File: src/rtl/ieee754_dot_pkg.sv
// ieee754_dot_pkg
// Shared definitions for the dot-product sequencer that drives ieee754_mac.
//   - FSM state encoding (3-bit localparams)
//   - FP_POS_ZERO: +0.0 pattern. It is held at the widest supported word and
//     sliced to DATA_W by the user (IEEE-754 +0.0 is all-zero at any width).
package ieee754_dot_pkg;

  localparam logic [2:0] ST_IDLE  = 3'd0;
  localparam logic [2:0] ST_CLEAR = 3'd1;
  localparam logic [2:0] ST_ISSUE = 3'd2;
  localparam logic [2:0] ST_WAIT  = 3'd3;
  localparam logic [2:0] ST_OUT   = 3'd4;

  localparam int FP_MAX_W = 64;
  localparam logic [FP_MAX_W-1:0] FP_POS_ZERO = '0;

endpackage

File: src/rtl/ieee754_dot_seq.sv
// ieee754_dot_seq
// Turns the start/done interface of ieee754_mac into a streaming dot-product
// job: clear the accumulator, feed cfg_len operand pairs one at a time, then
// present the accumulated result on a valid/ready port.
//
// Ports
//   clk_i, rst_ni          clock; synchronous active-low reset
//   go_i, cfg_len_i        job start (sampled in IDLE) and pair count
//   busy_o                 high whenever the FSM is not IDLE
//   in_valid_i/in_ready_o  operand pair handshake, in_a_i/in_b_i
//   mac_clr_o, mac_start_o one-cycle pulses to the MAC
//   mac_op_a_o, mac_op_b_o registered MAC operands
//   mac_done_i, mac_res_i  MAC completion and result
//   out_valid_o/out_ready_i/out_data_o  result handshake
//
// All outputs are flops. Status outputs are computed from the next state so
// they line up with the state register without a decode stage.
module ieee754_dot_seq
  import ieee754_dot_pkg::*;
#(
  parameter int DATA_W = 32,
  parameter int LEN_W  = 16
) (
  input  logic              clk_i,
  input  logic              rst_ni,
  input  logic              go_i,
  input  logic [LEN_W-1:0]  cfg_len_i,
  output logic              busy_o,
  input  logic              in_valid_i,
  output logic              in_ready_o,
  input  logic [DATA_W-1:0] in_a_i,
  input  logic [DATA_W-1:0] in_b_i,
  output logic              mac_clr_o,
  output logic              mac_start_o,
  output logic [DATA_W-1:0] mac_op_a_o,
  output logic [DATA_W-1:0] mac_op_b_o,
  input  logic              mac_done_i,
  input  logic [DATA_W-1:0] mac_res_i,
  output logic              out_valid_o,
  input  logic              out_ready_i,
  output logic [DATA_W-1:0] out_data_o
);

  logic [2:0]        state_q, state_d;
  logic [LEN_W-1:0]  len_q, len_d;
  logic [LEN_W-1:0]  cnt_q, cnt_d, cnt_inc;
  logic [DATA_W-1:0] op_a_q, op_a_d, op_b_q, op_b_d;
  logic [DATA_W-1:0] out_data_q, out_data_d;
  logic              start_d, start_q;
  logic              busy_q, in_ready_q, clr_q, out_valid_q;

  // len is never larger than 2^LEN_W-1, so cnt reaches len before it can wrap.
  assign cnt_inc = cnt_q + LEN_W'(1);

  always_comb begin
    state_d    = state_q;
    len_d      = len_q;
    cnt_d      = cnt_q;
    op_a_d     = op_a_q;
    op_b_d     = op_b_q;
    out_data_d = out_data_q;
    start_d    = 1'b0;
    case (state_q)
      ST_IDLE: begin
        if (go_i) begin
          if (cfg_len_i != '0) begin
            state_d = ST_CLEAR;
            len_d   = cfg_len_i;
            cnt_d   = '0;
          end else begin
            // Empty job: answer +0.0 directly without touching the MAC.
            state_d    = ST_OUT;
            out_data_d = FP_POS_ZERO[DATA_W-1:0];
          end
        end
      end
      ST_CLEAR: state_d = ST_ISSUE;
      ST_ISSUE: begin
        if (in_valid_i) begin
          // Operands are captured here so they are already stable when the
          // start pulse appears one cycle later, and stay put until done.
          op_a_d  = in_a_i;
          op_b_d  = in_b_i;
          start_d = 1'b1;
          state_d = ST_WAIT;
        end
      end
      ST_WAIT: begin
        if (mac_done_i) begin
          cnt_d = cnt_inc;
          if (cnt_inc == len_q) begin
            out_data_d = mac_res_i;
            state_d    = ST_OUT;
          end else begin
            state_d = ST_ISSUE;
          end
        end
      end
      ST_OUT: if (out_ready_i) state_d = ST_IDLE;
      default: state_d = ST_IDLE;
    endcase
  end

  always_ff @(posedge clk_i) begin
    if (!rst_ni) begin
      state_q     <= ST_IDLE;
      len_q       <= '0;
      cnt_q       <= '0;
      op_a_q      <= '0;
      op_b_q      <= '0;
      out_data_q  <= '0;
      start_q     <= 1'b0;
      busy_q      <= 1'b0;
      in_ready_q  <= 1'b0;
      clr_q       <= 1'b0;
      out_valid_q <= 1'b0;
    end else begin
      state_q     <= state_d;
      len_q       <= len_d;
      cnt_q       <= cnt_d;
      op_a_q      <= op_a_d;
      op_b_q      <= op_b_d;
      out_data_q  <= out_data_d;
      start_q     <= start_d;
      busy_q      <= (state_d != ST_IDLE);
      in_ready_q  <= (state_d == ST_ISSUE);
      // CLEAR lasts exactly one cycle, so this is a single pulse per job.
      clr_q       <= (state_d == ST_CLEAR);
      out_valid_q <= (state_d == ST_OUT);
    end
  end

  assign busy_o      = busy_q;
  assign in_ready_o  = in_ready_q;
  assign mac_clr_o   = clr_q;
  assign mac_start_o = start_q;
  assign mac_op_a_o  = op_a_q;
  assign mac_op_b_o  = op_b_q;
  assign out_valid_o = out_valid_q;
  assign out_data_o  = out_data_q;

endmodule
File: config.mk
export PLATFORM = sky130hd
export DESIGN_NAME = ieee754_dot_seq
export DESIGN_NICKNAME = d
export VERILOG_FILES = /design/src/rtl/ieee754_dot_pkg.sv /design/src/rtl/ieee754_dot_seq.sv
export SDC_FILE = /design/constraint.sdc
export NUM_CORES = 1
export LEC_CHECK = 0
export CAP_MARGIN = 25
export CORE_UTILIZATION = 45
export DETAILED_ROUTE_END_ITERATION = 10
export PLACE_DENSITY = 0.82
export SYNTH_ARGS = -nofsm -noshare
export SYNTH_HDL_FRONTEND = slang
export SYNTH_SLANG_ARGS = --single-unit
export TNS_END_PERCENT = 10
File: constraint.sdc
create_clock -name clk_i -period 4.8 [get_ports clk_i]
set_clock_uncertainty 0.1 [all_clocks]
set_input_delay 0.48 -clock clk_i [delete_from_list [all_inputs] [get_ports clk_i]]
set_output_delay 0.48 -clock clk_i [all_outputs]
set_load 0.05 [all_outputs]
# Word level (Yosys, flattened, before mapping)
# Cells that the tools add are included.
# W data, S select, Z words.
# classes
add_sub_neg	1
eq_ne	13
n_mux	17
n_reduce_logical	9
# ops
operator	count
$mux W32	4
$pmux W32 S2	1
$mux W16	3
$pmux W16 S2	1
$mux W3	6
$add A16 B1 Y16 const B	1
$eq A16 B16 Y1	1
$reduce_bool A16 Y1	1
$pmux W3 S5	1
$ne A2 B2 Y1 const B	5
$eq A3 B2 Y1 const B	3
$eq A3 B1 Y1 const B	2
$eq A3 B3 Y1 const B	2
$reduce_and A5 Y1	1
$reduce_and A2 Y1	2
$reduce_and A4 Y1	1
$logic_not A3 Y1	1
$reduce_and A3 Y1	1
$reduce_bool A3 Y1	1
$reduce_bool A2 Y1	1
$mux W1	1
# totals
register_bits	136
input_bits	118
output_inout_bits	101

# Logic depth before layout (Yosys ltp)
# Gate-level depths: netlist (run 1).
# logic_depth
depth_word	6
depth_mapped	11
depth_no_buf	8

# Worst setup path after synthesis (run 1)
# No wires, ideal clock.
# synth_path
path_type	reg2reg
startpoint	reg cnt_q[1]
endpoint	reg out_data_q[25], in the netlist out_data_o[25]
setup_time_ps	119
arrival_ps	2495
required_time_ps	4581
slack_ps	2086
path_stages_with_launch	12
n_path_buf	3
period_less_slack_ps	2714
cell_sequence	dfxtp_1 ha_1 buf_2 nand3_1 or3_1 a211oi_2 nand4_1 or4_4 buf_6 buf_6 nand3_2 o21ai_1
# synth_via
elab_chain_cells	4
# synth_lines
item	line	rtl
start, declared	ieee754_dot_seq.sv:46	logic [LEN_W-1:0] cnt_q, cnt_d, cnt_inc;
start signal, assigned	ieee754_dot_seq.sv:120	cnt_q <= cnt_d;
$add A16 B1 Y16	ieee754_dot_seq.sv:53	assign cnt_inc = cnt_q + LEN_W'(1);
$eq A16 B16 Y1	ieee754_dot_seq.sv:91	if (cnt_inc == len_q) begin
$ne A2 B2 Y1 (no line)	n/a	
$reduce_and A5 Y1 (no line)	n/a	
end signal, assigned	ieee754_dot_seq.sv:123	out_data_q <= out_data_d;
end, declared	ieee754_dot_seq.sv:48	logic [DATA_W-1:0] out_data_q, out_data_d;
# No other way between the ends.
# A chain may end at the register's enable or synchronous reset.

# Worst setup path in the final report (run 1)
# layout_path
startpoint	reg cnt_q[0]
endpoint	reg out_data_q[20], in the netlist out_data_o[20]
# Same word-level chain as after synthesis.

==> reports/metrics.csv, run 1 <==
metric;value;unit
cts_resized;0;
rr_endpoint;out_data_o[20];
min_period;3.39;ns
synth.area.mux_share;3.22;%
rsz0062_at_grt;no;
crit_required;4.98;ns
synthSimpleGateAreaFrac;25.6;%
cts_tree;yes;
h-tree-depth;4;
nNetsFinal;1011;
post_cts_buffers;0;
synth_area;0.00563;sq mm
fp.coreArea;0.0121;sq mm
synth.area.top_cells;dfxtp_1, nand2_1, a21oi_1;
routed_wl;16500;um
holdBufCountCts;0;
cts-root-buf;clkbuf_16;
grt_pass1_vias;5266;
maxCapViolations;0;
die-area;0.0130;sq mm
cp_max_fo;67;
rr_worst_depth;8;
timing_hold_violations_final;0;
firstDrtPassIters;5;
drv_slew;0;
synth_enable_flop_cells;0;
antenna_found_initial;0;
dpl_cell_area;0.00785;sq mm
numCtsBuffers;17;
final_core_util;69.7;%
clk_latency;0.42;ns
power_density;337;mW/mm^2
arrival;3.56;ns
r2r_slack;1.41;ns
start_util;46.5;%
gp_congestion;0.947;
yosysTopAreaCell;dfxtp_1;
grt_max_degree;68;
yosysSeqAreaShare;48.3;%
synth_cell_types;55;
wire_per_inst;15.4;um
num_rows;40;
syn_nets;818;
cp-startpoint;cnt_q[0];
cp_common_cell;nand3_1;
hp-class;reg -> reg;
placed_cells_incl_taps;1041;
cp-endpoint;out_data_o[20];
drive_above_1_share;6.63;%
layout_common_cells;clkdlybuf4s50_1, nand2_1, dfxtp_1, a21oi_1, nor2_1;
synthCells;699;
crit_type;reg -> reg;
critPathCaptureType;flip-flop;
period_share;70.5;%
critPathMaxStageDelay;0.76;ns
slew_headroom;41.7;%
path_cells;ha_1 -> nand3_1 -> nor4_1 -> xnor2_1 -> nand4_1 -> or4_4 -> nand3_1 -> o21ai_1;
yosys.area_share.adder;0.222;%
cpMaxStageDelayCell;or4_4;
synthXorXnorAreaFrac;3.11;%
vias;5561;
timing.rr.start;cnt_q[0];
holdCritStartpoint;mac_op_a_o[30];
finalSetupViolCount;0;
fin_cells;1073;
clock.fmax;295;MHz
grt_first_pass_wirelength;25500;um
syn_to_final_growth;49.9;%
finalSetupTns;0;ns
remaining_drc_errors;0;
multi_input_area;0.00267;sq mm
setup.worst_path.start_class;flip-flop;
synth_top_area_share;48.3;%
diodes;0;
fin_area;0.00844;sq mm
ant_nets;0;
pin_count;219;
dp_hpwl;11100;um
viasPerCell;5.18;
synth_compound_area_share;15.0;%
ys_seq_elements;136;
clockBufferDepth;2;
clkTransAtPathRegs;0.06;ns
track_usage;25.4;%
synthArstFlopShare;0;%
cts.sinks;136;
synth_warnings;0;
worst_pin_slew;0.871;ns
die_width;114;um
die_h;114;um
grt-ovfl-total;0;
synth_ff_type;dfxtp_1;
n_fill_cell;964;
synth_top_family_by_area;simple AND/OR/NAND/NOR gates;
peakVddDrop;288;uV
outcome;finished, final reports clean;
final_common_cell;clkdlybuf4s50_1;
p_leak;2.97;nW
postSynthAreaPerCell;8.06;sq um
portBuffers;218;
final-seq-area;0.00272;sq mm
drt_iter0_markers;471;
-- critical path: cells and delay by family (launching register included) --
| kind | cells | cell delay, ns |
|---|---|---|
| xor+xnor | 1 | 0.22 |
| compound gates | 1 | 0.08 |
| fa+ha+maj | 1 | 0.36 |
| simple gates | 5 | 1.95 |
| flops | 1 | 0.50 |
-- registers in the layout, indices dropped and copies added, names as in the netlist --
name,count
mac_op_a_o,32
mac_op_b_o,32
out_data_o,32
cnt_q,16
len_q,16
state_q,3
busy_o,1
in_ready_o,1
mac_clr_o,1
mac_start_o,1
out_valid_o,1
-- worst min path at each step --
stage / slack (ns) / cells after the start / to
finish: 0.35 / 2 / mac_op_a_o[30]
global route: 0.37 / 2 / mac_op_b_o[28]
CTS: 0.35 / 2 / mac_op_b_o[6]
detailed placement: 0.35 / 2 / mac_op_b_o[6]
global placement: 0.34 / 2 / mac_op_a_o[3]
floorplan: 0.34 / 1 / cnt_q[15]
-- synth_stat cells (all sizes together) (11+ instances only) --
master	instances
nand3	39
o21ai	50
nor2	43
nor4	11
mux2i	17
a21oi	85
nand2	180
xnor2	12
clkbuf	28
buf	22
dfxtp	136
-- layout make-up --
type / count / share of cell area, %
Timing Repair Buffer: 224 / 26.4
Clock inverter: 8 / 1.10
Multi-Input combinational cell: 508 / 31.6
Sequential cell: 136 / 32.3
Clock buffer: 24 / 5.94
Inverter: 5 / 0.222
Tap cell: 168 / 2.49
-- routing by layer --
metal  global-route usage, %  wire [um]  vias to the layer above
met2                    42.2       7810                      232
met3                    9.25       1410                       34
met4                    11.8        471                        0
li1                        -          -                     2765
met5                       0          0                        -
met1                    29.0       6780                     2530
-- cells by family (layout without fill, tap and decap cells) --
kind of cell,after synthesis,in the layout
AOI/OAI and AO/OA,154,154
xor gates and xnor gates,20,20
adders and majority gates,1,1
buffers and inverters,55,261
DFF,136,136
muxes,18,18
and+or+nand+nor,315,315
-- per-stage QoR --
stage                     setup slack [ns]  total power [mW]  hold WS [ns]
final                                 1.41              2.85         0.351
after global routing                  1.19              2.94         0.365
after CTS                             1.48              2.87         0.353
after detailed placement              1.50              1.57         0.346
after global placement                1.63              1.57         0.340
after floorplan                       2.09              1.40         0.341
-- power by group --
group	internal, mW	switching [mW]	total [mW]
registers	1.16	0.0216	1.18
clock network	0.828	0.468	1.30
logic	0.169	0.197	0.366
No activity file was read; power rests on OpenSTA's default activity.
==> inputs of run 2 (changes only) <==
--- a/config.mk
+++ b/config.mk
@@ -6,9 +6,9 @@
 export NUM_CORES = 1
 export LEC_CHECK = 0
 export CAP_MARGIN = 25
-export CORE_UTILIZATION = 45
+export CORE_UTILIZATION = 44
 export DETAILED_ROUTE_END_ITERATION = 10
-export PLACE_DENSITY = 0.82
+export PLACE_DENSITY = 0.81
 export SYNTH_ARGS = -nofsm -noshare
 export SYNTH_HDL_FRONTEND = slang
 export SYNTH_SLANG_ARGS = --single-unit
==> constraint.sdc (replaced) <==
create_clock -name clk_i -period 3.15 [get_ports clk_i]
set_clock_uncertainty 0.1 [all_clocks]
set_input_delay 0.315 -clock clk_i [delete_from_list [all_inputs] [get_ports clk_i]]
set_output_delay 0.315 -clock clk_i [all_outputs]
set_load 0.05 [all_outputs]
==> run 2 against run 1 <==
  * First-iteration DRC count grew 19%
  * Final cell count grew 1.1%
  * Register-to-register slack lost 1.3 ns
  * Sequential power grew 53%
  * Critical path type unchanged
  * Largest cell class unchanged
  * Highest routed layer unchanged
==> reports/metrics.csv, run 2 (synthesis gave the netlist of run 1 again) <==
metric;value;unit
portBuffers;218;
die_width;115;um
timing_hold_violations_final;0;
drt-met1-wl;7030;um
clockBufferDepth;2;
grt-ovfl-total;0;
remaining_drc_errors;0;
vias;5667;
finalSetupViolCount;0;
wl_met3;1700;um
power;4.53;mW
grt_first_pass_wirelength;27100;um
holdBufCountCts;0;
cts_tree;yes;
path_delay_family;simple AND/OR/NAND/NOR gates;
cts.sinks;136;
arrival;3.18;ns
ant_nets;0;
rsz0062_at_grt;no;
setup.worst_path.start_class;flip-flop;
maxCapViolations;0;
dp_worst_setup_slack;0.207;ns
drt_iter0_markers;559;
numCtsBuffers;17;
clkTransAtPathRegs;0.06;ns
gp_congestion;0.926;
post_cts_buffers;0;
diodes;0;
top_layer;met4;
dr_wl_met2;8180;um
path_cells;ha_1 -> nand3_1 -> or3_1 -> a211oi_2 -> nand4_1 -> or4_4 -> buf_12 -> nand3_1 -> o21ai_1;
min_period;2.99;ns
final-seq-area;0.00272;sq mm
grt_max_degree;68;
clock.fmax;334;MHz
placed_cells_incl_taps;1053;
worst_pin_slew;0.660;ns
critPathCaptureType;flip-flop;
min_to;mac_op_a_o[10];
cp_common_cell;nand3_1;
hp-class;in -> reg;
num_rows;40;
firstDrtPassIters;5;
p_leak;3.05;nW
outcome;finished, final reports clean;
die-area;0.0133;sq mm
holdCritStartpoint;in_a_i[10];
crit_required;3.34;ns
nNetsFinal;1023;
wire_per_inst;16.1;um
slew_headroom;56.0;%
cp_max_fo;67;
period_share;95.0;%
drive_above_1_share;8.07;%
cts_resized;0;
dpl_cell_area;0.00795;sq mm
drv_slew;0;
setup_slack;0.159;ns
fin_cells;1085;
dp_hpwl;12000;um
die_h;115;um
cts-root-buf;clkbuf_16;
finalSetupTns;0;ns
cpMaxStageDelayCell;or4_4;
syn_to_final_growth;52.7;%
timing.rr.start;cnt_q[0];
antenna_found_initial;0;
fin_area;0.00860;sq mm
hold_depth;3;
power_density;527;mW/mm^2
critPathMaxStageDelay;0.52;ns
cp_num_buf_inv;1;
viasPerCell;5.22;
multi_input_area;0.00268;sq mm
routed_wl;17400;um
rr_worst_depth;9;
clk_latency;0.42;ns
n_fill_cell;952;
h-tree-depth;4;
final_common_cell;clkdlybuf4s50_1;
pin_count;219;
grt_pass1_vias;5412;
start_util;45.9;%
fp.coreArea;0.0123;sq mm
rr_endpoint;out_data_o[22];
layout_common_cells;clkdlybuf4s50_1, nand2_1, dfxtp_1, a21oi_1, nor2_1;
r2r_slack;0.16;ns
peakVddDrop;449;uV
crit_type;reg -> reg;
track_usage;26.7;%
==> run 2: worst max path at each step <==
stage,start,end,slack [ns],cells past startpoint
3_5_place_dp,cnt_q[0],out_data_o[3],0.21,9
4_1_cts,cnt_q[0],out_data_o[22],0.16,9
6_report,cnt_q[0],out_data_o[22],0.16,9
5_1_grt,cnt_q[0],out_data_o[11],0.002,9
3_3_place_gp,cnt_q[0],out_data_o[4],0.33,9
2_1_floorplan,cnt_q[1],out_data_o[25],0.44,11
==> run 2: power breakdown <==
part / total [mW] / switching, mW / internal [mW]
clock network: 2.16 / 0.740 / 1.42
logic: 0.571 / 0.308 / 0.263
registers: 1.80 / 0.0329 / 1.77
==> run 2: area by class of cell <==
cell class / count / share of cell area (%)
tap: 168 / 2.44
inverter: 5 / 0.218
clock inverter: 13 / 2.34
clock buffer: 19 / 5.15
timing repair buffer: 236 / 27.1
multi-input combinational: 508 / 31.1
sequential: 136 / 31.7
==> run 2: per-layer routing <==
metal / track usage, % / vias to the layer above
met5: 0 / -
met4: 12.5 / 0
met3: 11.0 / 42
met2: 42.8 / 258
met1: 31.0 / 2578
li1: - / 2789
==> run 2: through the flow <==
stage	util (%)	hold slack (ns)
global placement	64.8	0.340
detailed placement	64.8	0.346
floorplan	-	0.333
global route	70.1	0.327
CTS	70.1	0.322
finish	70.1	0.341
==> run 2: worst register-to-register path, cell delays in order, from the launching register on <==
cell	delay [ns]
dfxtp_1	0.49
ha_1	0.23
nand3_1	0.29
or3_1	0.45
a211oi_2	0.19
nand4_1	0.15
or4_4	0.52
buf_12	0.22
nand3_1	0.16
o21ai_1	0.08
